`src/rtl/cpu_ctrl_pkg.sv`:
```
// ---------------------------------------------------------------------------
// cpu_ctrl_pkg : opcode, ALU, PC-source encodings and FSM states for cpu_ctrl
// Revision     : 1.0
// ---------------------------------------------------------------------------
`default_nettype none

package cpu_ctrl_pkg;

  localparam logic [3:0] OP_NOP  = 4'h0;
  localparam logic [3:0] OP_ADD  = 4'h1;
  localparam logic [3:0] OP_SUB  = 4'h2;
  localparam logic [3:0] OP_AND  = 4'h3;
  localparam logic [3:0] OP_OR   = 4'h4;
  localparam logic [3:0] OP_ADDI = 4'h5;
  localparam logic [3:0] OP_LD   = 4'h6;
  localparam logic [3:0] OP_ST   = 4'h7;
  localparam logic [3:0] OP_BEQ  = 4'h8;
  localparam logic [3:0] OP_JMP  = 4'h9;
  localparam logic [3:0] OP_HALT = 4'hF;

  localparam logic [2:0] ALU_ADD = 3'd0;
  localparam logic [2:0] ALU_SUB = 3'd1;
  localparam logic [2:0] ALU_AND = 3'd2;
  localparam logic [2:0] ALU_OR  = 3'd3;

  localparam logic [1:0] PC_INC    = 2'd0;
  localparam logic [1:0] PC_BRANCH = 2'd1;
  localparam logic [1:0] PC_JUMP   = 2'd2;

  typedef enum logic [2:0] {
    S_RESET  = 3'd0,
    S_FETCH  = 3'd1,
    S_DECODE = 3'd2,
    S_EXEC   = 3'd3,
    S_MEM    = 3'd4,
    S_WB     = 3'd5,
    S_HALT   = 3'd6
  } state_e;

  function automatic logic is_illegal(input logic [3:0] op);
    return (op >= 4'hA) && (op <= 4'hE);
  endfunction

  // Address-forming instructions share the adder with the immediate operand.
  function automatic logic [2:0] alu_op_of(input logic [3:0] op);
    case (op)
      OP_SUB, OP_BEQ: return ALU_SUB;
      OP_AND:         return ALU_AND;
      OP_OR:          return ALU_OR;
      default:        return ALU_ADD;
    endcase
  endfunction

  function automatic logic uses_imm(input logic [3:0] op);
    return (op == OP_ADDI) || (op == OP_LD) || (op == OP_ST);
  endfunction

endpackage

`default_nettype wire

```
`src/rtl/cpu_ctrl.sv`:
```
// ---------------------------------------------------------------------------
// cpu_ctrl : multi-cycle control FSM (fetch/decode/exec/mem/writeback)
// Revision : 1.0
// ---------------------------------------------------------------------------
`default_nettype none

module cpu_ctrl
  import cpu_ctrl_pkg::*;
#(
  parameter int OPC_W   = 4,
  parameter int ALUOP_W = 3
) (
  input  logic               clk,
  input  logic               rst,
  input  logic [OPC_W-1:0]   opcode,
  input  logic               zero,
  input  logic               mem_ack,
  output logic               mem_req,
  output logic               mem_we,
  output logic               addr_sel,
  output logic               ir_we,
  output logic               mdr_we,
  output logic               pc_we,
  output logic [1:0]         pc_src,
  output logic [ALUOP_W-1:0] alu_op,
  output logic               alu_src_imm,
  output logic               reg_we,
  output logic               wb_sel,
  output logic               halted,
  output logic               illegal
);

  state_e           state_q, state_d;
  logic [OPC_W-1:0] op_q, op_d;
  logic             illegal_q, illegal_d;

  always_ff @(posedge clk or posedge rst) begin
    if (rst) begin
      state_q   <= S_RESET;
      op_q      <= '0;
      illegal_q <= 1'b0;
    end else begin
      state_q   <= state_d;
      op_q      <= op_d;
      illegal_q <= illegal_d;
    end
  end

  assign illegal = illegal_q;

  always_comb begin
    state_d     = state_q;
    op_d        = op_q;
    illegal_d   = illegal_q;
    mem_req     = 1'b0;
    mem_we      = 1'b0;
    addr_sel    = 1'b0;
    ir_we       = 1'b0;
    mdr_we      = 1'b0;
    pc_we       = 1'b0;
    pc_src      = PC_INC;
    alu_op      = '0;
    alu_src_imm = 1'b0;
    reg_we      = 1'b0;
    wb_sel      = 1'b0;
    halted      = 1'b0;

    // ALU controls stay stable from EXEC until the instruction retires.
    if (state_q == S_EXEC || state_q == S_MEM || state_q == S_WB) begin
      alu_op      = ALUOP_W'(alu_op_of(4'(op_q)));
      alu_src_imm = uses_imm(4'(op_q));
    end

    case (state_q)
      S_RESET: state_d = S_FETCH;

      S_FETCH: begin
        mem_req = 1'b1;
        if (mem_ack) begin
          ir_we   = 1'b1;
          pc_we   = 1'b1;
          state_d = S_DECODE;
        end
      end

      S_DECODE: begin
        op_d = opcode;
        if (4'(opcode) == OP_NOP) begin
          state_d = S_FETCH;
        end else if (4'(opcode) == OP_JMP) begin
          pc_we   = 1'b1;
          pc_src  = PC_JUMP;
          state_d = S_FETCH;
        end else if (4'(opcode) == OP_HALT) begin
          state_d = S_HALT;
        end else if (is_illegal(4'(opcode))) begin
          illegal_d = 1'b1;
          state_d   = S_HALT;
        end else begin
          state_d = S_EXEC;
        end
      end

      S_EXEC: begin
        case (4'(op_q))
          OP_ADD, OP_SUB, OP_AND, OP_OR, OP_ADDI: state_d = S_WB;
          OP_LD, OP_ST:                           state_d = S_MEM;
          OP_BEQ: begin
            if (zero) begin
              pc_we  = 1'b1;
              pc_src = PC_BRANCH;
            end
            state_d = S_FETCH;
          end
          default: state_d = S_FETCH;
        endcase
      end

      S_MEM: begin
        mem_req  = 1'b1;
        addr_sel = 1'b1;
        mem_we   = (4'(op_q) == OP_ST);
        if (mem_ack) begin
          if (4'(op_q) == OP_LD) begin
            mdr_we  = 1'b1;
            state_d = S_WB;
          end else begin
            state_d = S_FETCH;
          end
        end
      end

      S_WB: begin
        reg_we  = 1'b1;
        wb_sel  = (4'(op_q) == OP_LD);
        state_d = S_FETCH;
      end

      S_HALT: halted = 1'b1;

      default: state_d = S_RESET;
    endcase
  end

endmodule

`default_nettype wire

```
`config.mk`:
```
export PLATFORM = sky130hd
export DESIGN_NAME = cpu_ctrl
export DESIGN_NICKNAME = d
export VERILOG_FILES = /design/src/rtl/cpu_ctrl_pkg.sv /design/src/rtl/cpu_ctrl.sv
export SDC_FILE = /design/constraint.sdc
export NUM_CORES = 1
export LEC_CHECK = 0
export ABC_AREA = 1
export BUFFER_PORTS_ARGS = -buffer_cell sky130_fd_sc_hd__clkbuf_2
export CAP_MARGIN = 20
export CELL_PAD_IN_SITES_DETAIL_PLACEMENT = 1
export CELL_PAD_IN_SITES_GLOBAL_PLACEMENT = 1
export CORE_MARGIN = 2
export CORE_UTILIZATION = 27
export DETAILED_ROUTE_END_ITERATION = 7
export PLACE_DENSITY_LB_ADDON = 0.1
export SYNTH_ARGS = -nofsm -noshare
export SYNTH_HDL_FRONTEND = slang
export SYNTH_SLANG_ARGS = --single-unit
export TNS_END_PERCENT = 30
```
`constraint.sdc`:
```
create_clock -name clk -period 1.2 [get_ports clk]
set_input_delay 0.24 -clock clk [delete_from_list [all_inputs] [get_ports clk]]
set_output_delay 0.24 -clock clk [all_outputs]
set_load 0.1 [all_outputs]
```
Yosys cells after proc, flatten, opt, wreduce, memory -nomap -nowiden
Index checks and enable logic that the tools add are counted.
Widths: inputs -> output; s select.
{"block": "word_totals", "regBits": 8, "inputBits": 8, "out_inout_bits": 16, "wordCells": 74}
{"block": "classes", "order_cmp": 2, "n_eq_ne": 18, "muxes": 33, "bitwise": 4, "reduce_logical": 14}
{"operator": "$mux 3", "count": 7}
{"operator": "$mux 1", "count": 18}
{"operator": "$pmux 3 s6", "count": 1}
{"operator": "$eq 4x3->1 const B", "count": 4}
{"operator": "$eq 4x4->1 const B", "count": 3}
{"operator": "$eq 3x3->1 const B", "count": 3}
{"operator": "$eq 4x2->1 const B", "count": 2}
{"operator": "$reduce_or 2->1", "count": 4}
{"operator": "$eq 3x2->1 const B", "count": 2}
{"operator": "$mux 2", "count": 3}
{"operator": "$pmux 2 s3", "count": 1}
{"operator": "$pmux 3 s2", "count": 1}
{"operator": "$reduce_and 5->1", "count": 1}
{"operator": "$reduce_or 5->1", "count": 1}
{"operator": "$eq 4x1->1 const B", "count": 1}
{"operator": "$ge 4x4->1 const B", "count": 1}
{"operator": "$le 4x4->1 const B", "count": 1}
{"operator": "$logic_not 4->1", "count": 1}
{"operator": "$logic_or 1x1->1", "count": 4}
{"operator": "$ne 2x2->1 const B", "count": 2}
{"operator": "$not 1->1", "count": 4}
{"operator": "$pmux 2 s2", "count": 1}
{"operator": "$eq 3x1->1 const B", "count": 1}
{"operator": "$logic_not 3->1", "count": 1}
{"operator": "3 further kinds", "count": 3}

Logic depth before layout (Yosys ltp)
Gate-level depths: netlist of the first run.
{"block": "logic_depth", "word_depth": 7, "ltp_mapped": 8}

Worst setup path before layout of the first run
OpenSTA, ideal clock, no wires.
{"block": "synth_timing", "kind": "register to output", "from": "reg state_q[2]", "to": "out wb_sel", "arrival_time_ns": 3.587, "path_slack_ns": -2.627, "stages_incl_launch_ff": 4, "path_cell_list": "dfrtp_1 inv_2 nor3_1 and2_1"}
{"block": "synth_via", "elab_chain_cells": 2}
{"element": "start: declaration", "line": "cpu_ctrl.sv:33", "text": "state_e state_q, state_d;"}
{"element": "start signal: assignment", "line": "cpu_ctrl.sv:43", "text": "state_q <= state_d;"}
{"element": "$eq 3x3->1", "line": "cpu_ctrl.sv:74", "text": "case (state_q)"}
{"element": "$mux 1", "line": "cpu_ctrl.sv:74"}
{"element": "end: declaration", "line": "cpu_ctrl.sv:28", "text": "output logic wb_sel,"}
No other way between the ends.

Worst setup path in the final report of the first run
{"block": "layout_timing", "from": "reg op_q[1]", "to": "out mem_we"}
{"block": "layout_via", "elab_chain_cells": 2}
{"element": "start: declaration", "line": "cpu_ctrl.sv:34", "text": "logic [OPC_W-1:0] op_q, op_d;"}
{"element": "start signal: assignment", "line": "cpu_ctrl.sv:44", "text": "op_q <= op_d;"}
{"element": "$eq 4x3->1", "line": "cpu_ctrl.sv:122", "text": "mem_we = (4'(op_q) == OP_ST);"}
{"element": "$mux 1", "line": "cpu_ctrl.sv:74"}
{"element": "end: declaration", "line": "cpu_ctrl.sv:19", "text": "output logic mem_we,"}
No other way between the ends.

==> results of run 1 <==
[area by class of cell]
class	count	area [um^2]
clock buffers	4	26.3
fillers	250	693
inverters	17	63.8
multi-input cells	72	520
flip-flops and latches	8	204
well taps	28	35.0
repair buffers	58	627
[path summary, 6_finish.rpt]
check                           start    endpoint  slack (ps)  cells past startpoint
min in group asynchronous         rst     illegal         470                      3
hold reg to reg               illegal     illegal         550                      1
hold / removal              opcode[2]     op_q[2]         340                      4
setup reg to reg           state_q[2]  state_q[2]        -210                      7
max in group asynchronous         rst     op_q[0]         460                      3
setup / recovery              op_q[1]      mem_we        -550                      5
[layout by cell type, fill, tap and decap left out]
master | netlist | layout
buf_4 | 1 | 30
nand2_1 | 30 | 20
buf_12 | 0 | 15
inv_2 | 2 | 10
nor2_4 | 0 | 8
inv_1 | 15 | 7
o21ai_0 | 10 | 7
clkbuf_2 | 0 | 7
nand2_4 | 0 | 6
nand3_1 | 7 | 5
dfrtp_1 | 8 | 5
buf_6 | 1 | 5
nand2_2 | 0 | 4
nor2_1 | 13 | 3
nor2_2 | 1 | 3
nor3_4 | 0 | 3
o21ai_2 | 0 | 3
clkbuf_4 | 0 | 3
dfrtp_2 | 0 | 3
nand3_4 | 0 | 2
a31o_2 | 1 | 1
a21oi_2 | 1 | 1
nand3_2 | 1 | 1
a21oi_1 | 1 | 1
o21bai_2 | 0 | 1
and2_4 | 0 | 1
nand4_1 | 1 | 1
conb_1 | 1 | 1
clkbuf_1 | 0 | 1
dlygate4sd3_1 | 0 | 1
[Yosys cell counts, drive strengths merged]
cell	number	area, um^2
conb	1	3.75
inv	17	63.8
buf	2	18.8
nor3	3	15.0
a21oi	2	13.8
nand2	30	113
nand3	8	45.0
dfrtp	8	200
o21ai	10	50.1
and2	1	6.26
o21bai	1	7.51
a31o	1	8.76
nand4	1	6.26
nor2	14	55.1
[layer usage]
metal / track usage (%) / up-vias
met1: 30.1 / 452
met2: 53.4 / 33
met4: 15.4 / 0
met5: 0 / -
met3: 2.92 / 12
li1: - / 430
[power by group]
part | total (mW) | internal [mW] | leakage, nW | switching [mW]
Clock | 0.222 | 0.127 | 0.0150 | 0.0946
Combinational | 3.28 | 1.26 | 0.626 | 2.03
Sequential | 0.583 | 0.408 | 0.0927 | 0.175
Total | 4.09 | 1.79 | 0.734 | 2.30
[critical path, delay by kind of cell, from the launching register on]
family | cells | cell delay [ps]
simple gates | 2 | 280
buf+inv | 3 | 550
flops | 1 | 430
[kinds of logic after synthesis]
| kind of cell | after synthesis |
|---|---|
| AND/OR/NAND/NOR | 57 |
| AO/OA/AOI/OAI | 14 |
| buffers and inverters | 19 |
| flip-flops | 8 |
| other | 1 |
[sequential cells by signal, summed over array words and instances (netlist names)]
| signal | count |
|---|---|
| illegal | 1 |
| op_q | 4 |
| state_q | 3 |
[what timing repair did]
item	4_1_cts	5_1_grt
setup buffers	4	1
hold buffers	1	0
gates resized for setup	23	22
setup endpoints to repair	22	22
hold endpoints to repair	8	0
pin swaps	5	9
[metrics by stage]
stage	power (mW)	area (um^2)	utilization (%)	worst slack [ps]
floorplan	2.03	688	-	-829
global placement	3.07	1260	58.3	-290
detailed placement	3.18	1260	58.3	-344
CTS	3.70	1400	64.6	-473
global route	4.26	1480	68.1	-585
finish	4.09	1480	68.1	-547
==> out/results.tsv, run 1 <==
metric	value	unit
end_kind	output pin	
crit_top_cell	buf_4	
antenna_found_initial	0	
p_leak	0.734	nW
ys_types	19	
dr.pass1.iters	4	
wl_met2	1900	um
final_antenna_net_count	0	
ios	24	
vias	927	
yosysSeqAreaShare	33.0	%
hold_ws	340	ps
die-width	51.4	um
fin_cells	187	
antenna_cells	0	
portBuffers	22	
path_cells	buf_4 -> nand2_1 -> buf_4 -> nor3_4 -> buf_12	
first_global_vias	1097	
track_usage	28.2	%
synthXorXnorAreaFrac	0	%
die_area	0.00264	mm^2
clockBufferDepth	2	
synth_top_family_by_area	simple AND/OR/NAND/NOR gates	
grt_pass1_wl	5330	um
core_area	0.00217	mm^2
avgRoutedWirePerCell	18.6	um
fp.dieH	51.4	um
ys_ff_latch	8	
synth_compound_area_share	13.2	%
post-route-min-period	1750	ps
drv_slew	0	
rsz0062_at_grt	true	
run_status	finished with violations	
syn_to_final_growth	143	%
netlist_instances	99	
synthesis.area	607	um^2
p_per_area	2770	mW/mm^2
clk_pin_slew_worst_paths	50	ps
layout_setup_ws	-547	ps
grt_overflow	0	
fmax	573	MHz
start_util	28.0	%
place_hpwl	2210	um
routed_wl	3470	um
synth.net_count	107	
clock_latency	250	ps
dp_cells	177	
drtIter0Drc	17	
cts-buffers-inserted	3	
route.detailed.drc	0	
critPathLaunchType	flip-flop	
arrival	1510	ps
final_nets	168	
max_cap_viol_count	0	
ys_warn_count	0	
synthMuxAreaShare	0	%
cp_max_fo	3	
cts_root_buffer	clkbuf_4	
place_congestion	0.811	
met3_length	106	um
synthSimpleGateAreaFrac	39.6	%
path_class	reg2out	
period_share	146	%
drive_gt1_share	67.3	%
num_rows	17	
ir_drop	1970	uV
max_stage_delay	430	ps
wl_met1	1330	um
setup_violations	22	
crit_slowest_cell	dfrtp_1	
yosys.area_share.adder	0	%
clock-sinks	8	
vias_per_cell	4.96	
grt_max_degree	9	
top_layer_used	met4	
hold_class	in2reg	
failed_checks	negative setup slack	
worstPathRequired	960	ps
fin_setup_tns	-7880	ps
hold_violations	0	
cts_tree	built	
cts.htree.levels	1	
synth_area_per_cell	6.13	um^2
finClkSkew	5.90	ps
Note: power is estimated with default switching activity, not from simulation.
==> run 2, diff against run 1 <==
BUFFER_PORTS_ARGS = -buffer_cell sky130_fd_sc_hd__buf_2   (was -buffer_cell sky130_fd_sc_hd__clkbuf_2)
CORE_UTILIZATION = 30   (was 27)
clock period = 1.7 ns   (was 1.2 ns; I/O delays follow)
==> run 2 against run 1 <==
The run still ends with negative setup slack left. Critical endpoint is now alu_op[0]. Hold slack got worse by 320 ps. Non-clock buffer count decreased by 17. Via count decreased by 12%. Critical path type unchanged. Wire length decreased by 17%.
==> out/results.tsv, run 2 (same netlist as run 1, synthesis figures left out) <==
metric	value	unit
portBuffers	22	
fp.dieH	49.0	um
dr.pass1.iters	4	
largest_reg_flops	4	
failed_checks	negative setup slack	
grt_max_degree	13	
grt_overflow	0	
finish.instance_area	0.00133	mm^2
final_cell_mix	nand2_1 (21), buf_12 (15), buf_4 (13), inv_1 (10), buf_2 (8)	
num_rows	16	
grt_pass1_wl	3420	um
die_area	0.00240	mm^2
start_util	31.3	%
post-route-min-period	1790	ps
end_kind	output pin	
drv_slew	0	
final_util	68.5	%
drive_gt1_share	60.6	%
ios	24	
avgRoutedWirePerCell	17.0	um
vias	817	
total_power	2.67	mW
arrival	1450	ps
cts-buffers-inserted	3	
core_area	0.00194	mm^2
syn_to_final_growth	119	%
run_status	finished with violations	
critPathLaunchType	flip-flop	
cts_root_buffer	clkbuf_4	
cts_hold_buffers	0	
place_hpwl	1530	um
setup_violations	10	
fin_setup_tns	-556	ps
final_nets	151	
clockBufferDepth	2	
hold_class	in2async	
track_usage	18.6	%
rsz0062_at_grt	true	
path_class	reg2out	
place_congestion	0.863	
final_common_cell	nand2_1	
fmax	559	MHz
fill_cells	224	
worstPathRequired	1360	ps
cp_max_fo	3	
hold_violations	0	
finClkSkew	1.62	ps
routed_wl	2880	um
final_antenna_net_count	0	
first_global_vias	788	
hold_ws	22.1	ps
p_per_area	2000	mW/mm^2
cts_tree	built	
max_flop_register	op_q	
max_cap_viol_count	0	
layout_setup_ws	-89.9	ps
drtIter0Drc	17	
antenna_cells	0	
cts.htree.levels	1	
vias_per_cell	4.83	
p_leak	0.635	nW
die-width	49.0	um
period_share	105	%
antenna_found_initial	0	
clk_pin_slew_worst_paths	60	ps
place_area	0.00106	mm^2
clock-sinks	8	
ir_drop	1570	uV
route.detailed.drc	0	
clock_latency	250	ps
## run 2: cell types whose count changed in the layout (fill, tap and decap cells not counted), moves of 3 or more
cell / change
buf_4: -17
buf_2: +8
nand2_4: -3
clkbuf_2: -7
inv_2: -4
inv_1: +3
## run 2: area by class of cell
type	count	area, um^2	area share (%)
flip-flops and latches	8	203	15.2
clock buffers	4	26.3	1.98
inverters	17	68.8	5.17
multi-input cells	72	504	37.9
repair buffers	41	494	37.2
well taps	27	33.8	2.54
## run 2: metal layers
layer  wire length (um)  GRT usage (%)  vias to the layer above
li1                   -              -                      394
met1               1160           20.8                      404
met2               1630           34.5                       17
met3                 72           5.83                        2
met4                  9           3.33                        0
met5                  0              0                        -
## run 2: path summary, 6_finish.rpt
kind	startpoint	to	slack [ps]	cells past startpoint
setup reg to reg	state_q[0]	state_q[1]	230	7
setup / recovery	op_q[0]	alu_op[0]	-90	6
min in group clk	opcode[0]	op_q[0]	370	3
max in group asynchronous	rst	state_q[2]	1420	2
hold / removal	rst	op_q[3]	20	2
hold reg to reg	illegal	illegal	470	1
## run 2: per-stage QoR
stage,std cells,setup WS (ps)
2_1_floorplan,99,-429
3_3_place_gp,151,39.0
3_5_place_dp,151,27.2
4_1_cts,162,-72.1
5_1_grt,169,-166
6_report,169,-89.9
## run 2: critical path, cell delays in order, from the launching register on
cell and delay (ps):
dfrtp_1 420, nor2_4 160, nand2_2 90, nor2_4 150, o21ai_1 80, inv_1 100, buf_12 180
## run 2: power by group
group | internal, mW | total (mW) | switching [mW] | leakage, nW
logic | 0.765 | 2.12 | 1.35 | 0.527
registers | 0.285 | 0.390 | 0.105 | 0.0939
clock network | 0.0899 | 0.157 | 0.0666 | 0.0150
total | 1.14 | 2.67 | 1.53 | 0.635
## run 2: repair_timing
| action | in CTS | in global routing |
|---|---|---|
| gates resized for setup | 17 | 22 |
| endpoints found under the setup margin | 11 | 13 |
| setup buffers | 7 | 7 |
| pin swaps | 8 | 11 |
==> run 3, diff against run 2 <==
clock period = 1.9 ns   (was 1.7 ns; I/O delays follow)
==> run 3 against run 2 <==
The run now ends clean. Clock skew grew 5.5 ps. Critical path type unchanged. Final cell count decreased by 7.1%. Non-clock buffer count shrank 12. Die area is the same. Critical path depth is 2 lower.
==> out/results.tsv, run 3 (same netlist as run 1, synthesis figures left out) <==
metric	value	unit
run_status	completed	
num_rows	16	
max_cap_viol_count	0	
fmax	535	MHz
cts_tree	built	
antenna_found_initial	0	
final_antenna_net_count	0	
cts_root_buffer	clkbuf_4	
power.internal	0.785	mW
cts-buffers-inserted	3	
hold_ws	51.5	ps
cts.htree.levels	1	
largest_reg_flops	4	
post-route-min-period	1870	ps
clock_latency	270	ps
hold_violations	0	
die_area	0.00240	mm^2
rsz0062_at_grt	true	
route.detailed.drc	0	
core_area	0.00194	mm^2
power_switching	1.16	mW
finClkSkew	7.14	ps
avgRoutedWirePerCell	13.2	um
end_kind	output pin	
pwr-share-comb	74.4	%
max_flop_register	op_q	
fin_setup_tns	0	ps
clockBufferDepth	2	
drive_gt1_share	49.2	%
syn_to_final_growth	86.4	%
clock_power_share	8.1	%
seqPwrFrac	17.5	%
grt_overflow	0	
place_hpwl	1540	um
worstPathRequired	1520	ps
ios	24	
clock-sinks	8	
clk_pin_slew_worst_paths	70	ps
final_nets	139	
dp_cells	146	
die-width	49.0	um
hold_class	in2async	
track_usage	19.3	%
first_global_vias	759	
grt_pass1_wl	3460	um
setup_violations	0	
drtIter0Drc	11	
path_class	reg2out	
start_util	31.3	%
switching_share	59.6	%
ir_drop	1400	uV
p_per_area	1720	mW/mm^2
grt_max_degree	13	
fin_cells	157	
fp.dieH	49.0	um
drv_slew	0	
period_share	98.3	%
critPathLaunchType	flip-flop	
routed_wl	2070	um
vias_per_cell	4.81	
vias	755	
antenna_cells	0	
portBuffers	22	
cp_max_fo	4	
arrival	1490	ps
p_leak	0.553	nW
fill_cells	246	
dr.pass1.iters	4	
final_cell_mix	nand2_1 (25), buf_12 (13), inv_1 (12), o21ai_0 (10), buf_2 (8)	
place_congestion	0.841	
final_common_cell	nand2_1	
[run 3: cell types whose count changed in the layout (fill, tap and decap cells not counted), sizes merged]
cell	before	now
clkinv	1	0
clkbuf	4	5
buf	41	28
inv	16	17
[run 3: worst paths after layout]
| check | endpoint | cells after the start | from | slack (ps) |
|---|---|---|---|---|
| max | mem_req | 4 | state_q[1] | 30 |
| min | state_q[0] | 2 | rst | 50 |
| max reg2reg | state_q[1] | 7 | state_q[0] | 490 |
| min reg2reg | illegal | 1 | illegal | 460 |
| max in group asynchronous | state_q[1] | 2 | rst | 1580 |
| min in group clk | op_q[0] | 3 | opcode[0] | 390 |
[run 3: per-layer routing]
layer / vias to the layer above / track usage (%) / wire length [um]
met5: - / 0 / 0
met4: 0 / 7.14 / 26
met3: 4 / 4.29 / 79
met1: 365 / 21.9 / 848
li1: 371 / - / -
met2: 15 / 34.9 / 1110
[run 3: layout make-up]
cell class / count / area, um^2 / share of cell area, %
clock buffer: 4 / 26.3 / 2.32
multi-input combinational: 72 / 442 / 39.0
timing repair buffer: 29 / 360 / 31.9
sequential: 8 / 203 / 17.9
tap: 27 / 33.8 / 2.99
inverter: 17 / 66.3 / 5.86
[run 3: worst max-delay path, cell delays in order (launching register included)]
cell and delay (ps):
dfrtp_2 430, inv_1 130, nand3_1 220, nand2_1 230
buf_12 200
[run 3: power groups by stage]
stage / combinational (mW) / clock [mW] / sequential [mW]
floorplan: 0.866 / 0 / 0.408
global placement: 1.27 / 0 / 0.341
detailed placement: 1.30 / 0 / 0.345
CTS: 1.39 / 0.163 / 0.333
global route: 1.53 / 0.168 / 0.355
finish: 1.45 / 0.157 / 0.341
[run 3: metrics by stage]
step                area [um^2]  utilization, %  setup WS [ps]  total power, mW
floorplan                   694               -           -316             1.27
global placement           1010            52.3            157             1.61
detailed placement         1010            52.3            163             1.64
CTS                        1090            55.9           2.95             1.89
global route               1130            58.2          -39.0             2.06
finish                     1130            58.2           31.4             1.94
[run 3: what timing repair did]
item,in CTS,in global routing
hold buffers,0,0
setup buffers,2,5
pin swaps,0,3
gates resized for setup,10,5
setup endpoints to repair,7,7
